**config.mk**
```make
export PLATFORM = sky130hd
export DESIGN_NAME = fwd_hazard_ctrl
export DESIGN_NICKNAME = d
export VERILOG_FILES = /design/src/rtl/fwd_hazard_ctrl_pkg.sv /design/src/rtl/fwd_sel_cmp.sv /design/src/rtl/fwd_hazard_ctrl.sv
export SDC_FILE = /design/constraint.sdc
export NUM_CORES = 1
export LEC_CHECK = 0
export ABC_AREA = 1
export CORE_MARGIN = 4
export CORE_UTILIZATION = 51
export CTS_BUF_LIST = sky130_fd_sc_hd__clkbuf_8
export DETAILED_ROUTE_END_ITERATION = 10
export PLACE_DENSITY_LB_ADDON = 0.3
export SYNTH_ARGS = -nofsm -noshare
export SYNTH_HDL_FRONTEND = slang
export SYNTH_SLANG_ARGS = --single-unit
```
**constraint.sdc**
```tcl
create_clock -name clk -period 1.6 [get_ports clk]
set_clock_uncertainty 0.1 [all_clocks]
set_input_delay 0.32 -clock clk [delete_from_list [all_inputs] [get_ports clk]]
set_output_delay 0.32 -clock clk [all_outputs]
set_load 0.1 [all_outputs]
```
**src/rtl/fwd_hazard_ctrl_pkg.sv**
```systemverilog
// Shared pipeline definitions for the forwarding / hazard controller:
// operand-mux select codes and the default register-address width.
package fwd_hazard_ctrl_pkg;

    localparam int unsigned REG_AW = 5;

    // EX operand mux select codes; the nearer producer has the higher code
    typedef enum logic [1:0] {
        FWD_RF    = 2'b00,
        FWD_MEMWB = 2'b01,
        FWD_EXMEM = 2'b10
    } fwd_sel_e;

endpackage

```
**src/rtl/fwd_sel_cmp.sv**
```systemverilog
// Per-operand forwarding priority compare: picks the nearest in-flight
// producer (EX, then MEM) of the source register, else the register file.
module fwd_sel_cmp
    import fwd_hazard_ctrl_pkg::*;
#(
    parameter int unsigned REG_AW = fwd_hazard_ctrl_pkg::REG_AW
) (
    input  logic [REG_AW-1:0] rs,
    input  logic              use_rs,
    input  logic [REG_AW-1:0] ex_rd,
    input  logic              ex_rw,
    input  logic [REG_AW-1:0] mem_rd,
    input  logic              mem_rw,
    output logic [1:0]        sel
);

    // nearer producer wins; x0 and unused operands never forward
    always_comb begin
        sel = FWD_RF;
        if (use_rs && (rs != '0)) begin
            if (ex_rw && (ex_rd == rs)) begin
                sel = FWD_EXMEM;
            end else if (mem_rw && (mem_rd == rs)) begin
                sel = FWD_MEMWB;
            end
        end
    end

endmodule

```
**src/rtl/fwd_hazard_ctrl.sv**
```systemverilog
// Forwarding and load-use hazard controller for the 5-stage pipeline.
// Tracks destination registers of EX/MEM/WB, registers the EX operand
// forwarding selects and raises a one-cycle stall on load-use.
// Optional feature macro: FWD_PERF_CNT_EN adds stall / forward counters.
module fwd_hazard_ctrl
    import fwd_hazard_ctrl_pkg::*;
#(
    parameter int unsigned REG_AW = fwd_hazard_ctrl_pkg::REG_AW
) (
    input  logic              clk,
    input  logic              rst_n,
    input  logic              hold_i,
    input  logic              flush_i,
    input  logic              id_valid,
    input  logic [REG_AW-1:0] id_rs1,
    input  logic [REG_AW-1:0] id_rs2,
    input  logic              id_use_rs1,
    input  logic              id_use_rs2,
    input  logic [REG_AW-1:0] id_rd,
    input  logic              id_regwrite,
    input  logic              id_memread,
    output logic              stall_o,
    output logic [1:0]        ex_fwd_a_sel,
    output logic [1:0]        ex_fwd_b_sel
`ifdef FWD_PERF_CNT_EN
   ,output logic [31:0]       perf_stall_cnt,
    output logic [31:0]       perf_fwd_cnt
`endif
);

    logic [REG_AW-1:0] ex_rd, mem_rd, wb_rd;
    logic              ex_rw, ex_mr, mem_rw, wb_rw;
    logic              haz, rs1_hit, rs2_hit, bubble;
    logic [1:0]        cmp_a, cmp_b;

    fwd_sel_cmp #(.REG_AW(REG_AW)) u_cmp_a (
        .rs     (id_rs1),
        .use_rs (id_use_rs1),
        .ex_rd  (ex_rd),
        .ex_rw  (ex_rw),
        .mem_rd (mem_rd),
        .mem_rw (mem_rw),
        .sel    (cmp_a)
    );

    fwd_sel_cmp #(.REG_AW(REG_AW)) u_cmp_b (
        .rs     (id_rs2),
        .use_rs (id_use_rs2),
        .ex_rd  (ex_rd),
        .ex_rw  (ex_rw),
        .mem_rd (mem_rd),
        .mem_rw (mem_rw),
        .sel    (cmp_b)
    );

    // load in EX whose result the ID instruction needs next cycle
    always_comb begin
        rs1_hit = id_use_rs1 && (id_rs1 == ex_rd);
        rs2_hit = id_use_rs2 && (id_rs2 == ex_rd);
        haz     = ex_mr && ex_rw && (rs1_hit || rs2_hit) && id_valid;
        stall_o = haz && !flush_i;
        bubble  = flush_i || stall_o || !id_valid;
    end

    // stage tracking and registered selects; hold freezes everything
    always_ff @(posedge clk or negedge rst_n) begin
        if (!rst_n) begin
            ex_rd        <= '0;
            ex_rw        <= 1'b0;
            ex_mr        <= 1'b0;
            mem_rd       <= '0;
            mem_rw       <= 1'b0;
            wb_rd        <= '0;
            wb_rw        <= 1'b0;
            ex_fwd_a_sel <= FWD_RF;
            ex_fwd_b_sel <= FWD_RF;
        end else if (!hold_i) begin
            mem_rd <= ex_rd;
            mem_rw <= ex_rw;
            wb_rd  <= mem_rd;
            wb_rw  <= mem_rw;
            if (bubble) begin
                ex_rd        <= '0;
                ex_rw        <= 1'b0;
                ex_mr        <= 1'b0;
                ex_fwd_a_sel <= FWD_RF;
                ex_fwd_b_sel <= FWD_RF;
            end else begin
                ex_rd        <= id_rd;
                ex_rw        <= id_regwrite && (id_rd != '0);
                ex_mr        <= id_memread;
                ex_fwd_a_sel <= cmp_a;
                ex_fwd_b_sel <= cmp_b;
            end
        end
    end

`ifdef FWD_PERF_CNT_EN
    // free-running wrap-around event counters
    always_ff @(posedge clk or negedge rst_n) begin
        if (!rst_n) begin
            perf_stall_cnt <= '0;
            perf_fwd_cnt   <= '0;
        end else if (!hold_i) begin
            if (stall_o) begin
                perf_stall_cnt <= perf_stall_cnt + 32'd1;
            end
            if (!bubble && ((cmp_a != FWD_RF) || (cmp_b != FWD_RF))) begin
                perf_fwd_cnt <= perf_fwd_cnt + 32'd1;
            end
        end
    end
`endif

endmodule

```
==> flow_metrics.tcl <==
set metrics [dict create \
    outcome "finished, violations left" \
    failed_checks "setup timing" \
    ir_worst_vdd_v 0.000524 \
    arrival_ps 1650 \
    fp.dieArea_mm2 0.00327 \
    synth_edf_count 0 \
    crit_required_ps 1180 \
    die_w_um 57.2 \
    start_util 0.547 \
    cts_tree "done" \
    track_usage 0.220 \
    drt_iter0_markers 97 \
    finalCritPeriodShare 1.30 \
    ys_top_cells_by_area "dfrtp_1, nand2_1, nand3_2" \
    cap_violations 0 \
    drv_slew 0 \
    slowest_stage "dfrtp_2" \
    r2r_cells 11 \
    io_pins 29 \
    synth-seq-cells 17 \
    syn_area_mm2 0.00123 \
    rows 17 \
    netlist.area_leader.share 0.345 \
    drt-pass1-iter-count 5 \
    startpoint_type "flop" \
    tightest_slew_ps 296 \
    grt_use_met3 0.0520 \
    met2_usage 0.401 \
    wl_per_cell_um 14.4 \
    io_buffers 28 \
    gp_congestion 0.906 \
    htreeDepth 1 \
    grt_pass1_wl_um 5680 \
    pre_cts_slack_ps -543 \
    remaining_drc_errors 0 \
    path_buf_inv 2 \
    synth_async_sr_flop_share 1.00 \
    grt_pass1_vias 1399 \
    synth_commonest_cells "nand2_1, inv_1, nor2_1" \
    synth_warnings 0 \
    cts_buffers 3 \
    synth.distinct_cells 22 \
    min_path_type "input port to asynchronous set/reset pin" \
    holdWs_ps 284 \
    insertion_delay_ps 250 \
    cts.sinks 17 \
    syn_to_final_growth_pct 45.4 \
    clk_pin_slew_ps 70 \
    critPathMostFrequentCell "nand2_2" \
    ys_seq_area_frac 0.345 \
    syn_nets 211 \
    synth_cells 187 \
    grtUsageMet1 0.238 \
    drt_wl_total_um 3720 \
    cts-hold-fix-buffers 0 \
    critPathCaptureType "primary output" \
    finalSetupViolCount 12 \
    fp.coreArea_mm2 0.00225 \
    cp_num_cells 9 \
    fin_ws_ps -473 \
    yosys.area.top_type "dfrtp_1" \
    fp.dieH_um 57.2 \
    cts_root_buf "clkbuf_8" \
    layout-drive-gt1-share 0.261 \
    num-fill-cells 157 \
    path_max_fanout 4 \
    viasPerCell 5.38 \
    fmax_mhz 482 \
    worst_slew_margin_rel 0.801 \
    hold_violations 0 \
    fin_nets 255 \
    grt_max_degree 28 \
    grt-ovfl-total 0 \
    rsz0062_at_grt "true" \
    p_per_area_mw_per_mm2 590 \
    worstSetupPathType "flop to primary output" \
    min_period_ps 2070 \
    path_cells "inv_2, nand2_2, nand2_2, nor2_4, nand4_1, nand2_1, nand2_2, nor2_4, buf_12" \
    vias 1388 \
    ant_nets 0 \
    dp_hpwl_um 2530 \
    synth.most_common_cell "nand2_1" \
    crit_family "simple AND/OR/NAND/NOR gates" \
    synth_ff_type "dfrtp_1" \
    n_antenna_cell 0 \
    syn_area_per_cell_um2 6.60 \
    cts_buffer_depth 2 \
    antenna_found_initial 0 \
    worst_path_largest_cell_delay_ps 420 \
    busiest_layer "met2" \
    leakagePower_nw 0.922 \
]
-- placed cells by master, fill, tap and decap left out, drive strengths merged, types with 4 or more instances in the layout --
| cell type | instances |
|---|---|
| nand3 | 17 |
| buf | 20 |
| nand2 | 77 |
| clkdlybuf4s50 | 13 |
| dfrtp | 17 |
| xnor2 | 6 |
| nor2 | 25 |
| inv | 28 |
| clkbuf | 4 |
| o21ai | 4 |
| dlygate4sd2 | 10 |
-- timing repair --
action	4_1_cts	5_1_grt
cloned	0	1
endpoints found under the hold margin	0	0
gates resized for setup	12	12
endpoints found under the setup margin	12	12
setup buffers	0	2
pin swaps	5	7
-- through the flow --
stage | utilization | cells | cell area (µm²) | setup TNS (ps) | total power [W]
after detailed placement | 0.741 | 251 | 1670 | -4680 | 0.000728
after CTS | 0.762 | 255 | 1720 | -428 | 0.00104
after global placement | 0.741 | 251 | 1670 | -3940 | 0.000716
final | 0.796 | 258 | 1790 | -1930 | 0.00106
after floorplan | - | 187 | 1240 | -303 | 0.000601
after global routing | 0.796 | 258 | 1790 | -2320 | 0.00111
-- state kept, by name, summed over array words and instances (netlist names) --
| register | count |
|---|---|
| mem_rd | 5 |
| ex_fwd_b_sel | 2 |
| ex_rw | 1 |
| ex_rd | 5 |
| ex_fwd_a_sel | 2 |
| ex_mr | 1 |
| mem_rw | 1 |
-- layer usage --
metal	share of wire	routed length (µm)	vias up
met2	0.50	1840	90
met3	0.089	330	19
met5	0	0	-
met1	0.38	1420	623
met4	0.034	125	0
li1	-	-	656
-- cell type report --
cell class | instances | area, µm² | area share
repair buffers | 44 | 468 | 0.261
flip-flops and latches | 17 | 429 | 0.239
multi-input cells | 138 | 716 | 0.399
well taps | 28 | 35.0 | 0.0195
clock inverters | 1 | 3.75 | 0.00209
clock buffers | 3 | 41.3 | 0.0230
inverters | 27 | 101 | 0.0565
-- kinds of logic (layout without fill, tap and decap cells) --
logic type	count (synthesis)	count (layout)	share of synthesized area
and+or+nand+nor	125	125	0.472
AOI/OAI and AO/OA	6	6	0.0264
DFF	17	17	0.345
xor gates and xnor gates	7	7	0.0497
buffers and inverters	32	75	0.107
-- final timing paths --
check | from | to | slack, ps
worst max register to register | ex_rd[0]$_DFFE_PN0N_ | ex_fwd_b_sel[0]$_DFFE_PN0N_ | -150
worst max-delay path | ex_rd[0]$_DFFE_PN0N_ | stall_o | -470
min in group clk | mem_rw$_DFFE_PN0N_ | mem_rw$_DFFE_PN0N_ | 400
worst min-delay path | rst_n | mem_rd[2]$_DFFE_PN0N_ | 280
max in group asynchronous | rst_n | ex_rd[2]$_DFFE_PN0N_ | 900
worst min register to register | mem_rw$_DFFE_PN0N_ | mem_rw$_DFFE_PN0N_ | 400
-- power by group --
part	switching, W	internal [W]	total, W
Sequential	0.0000255	0.000451	0.000476
Combinational	0.000144	0.000119	0.000263
Clock	0.000149	0.000170	0.000319
Total	0.000318	0.000741	0.00106
Power figures use the tool's default switching activity.
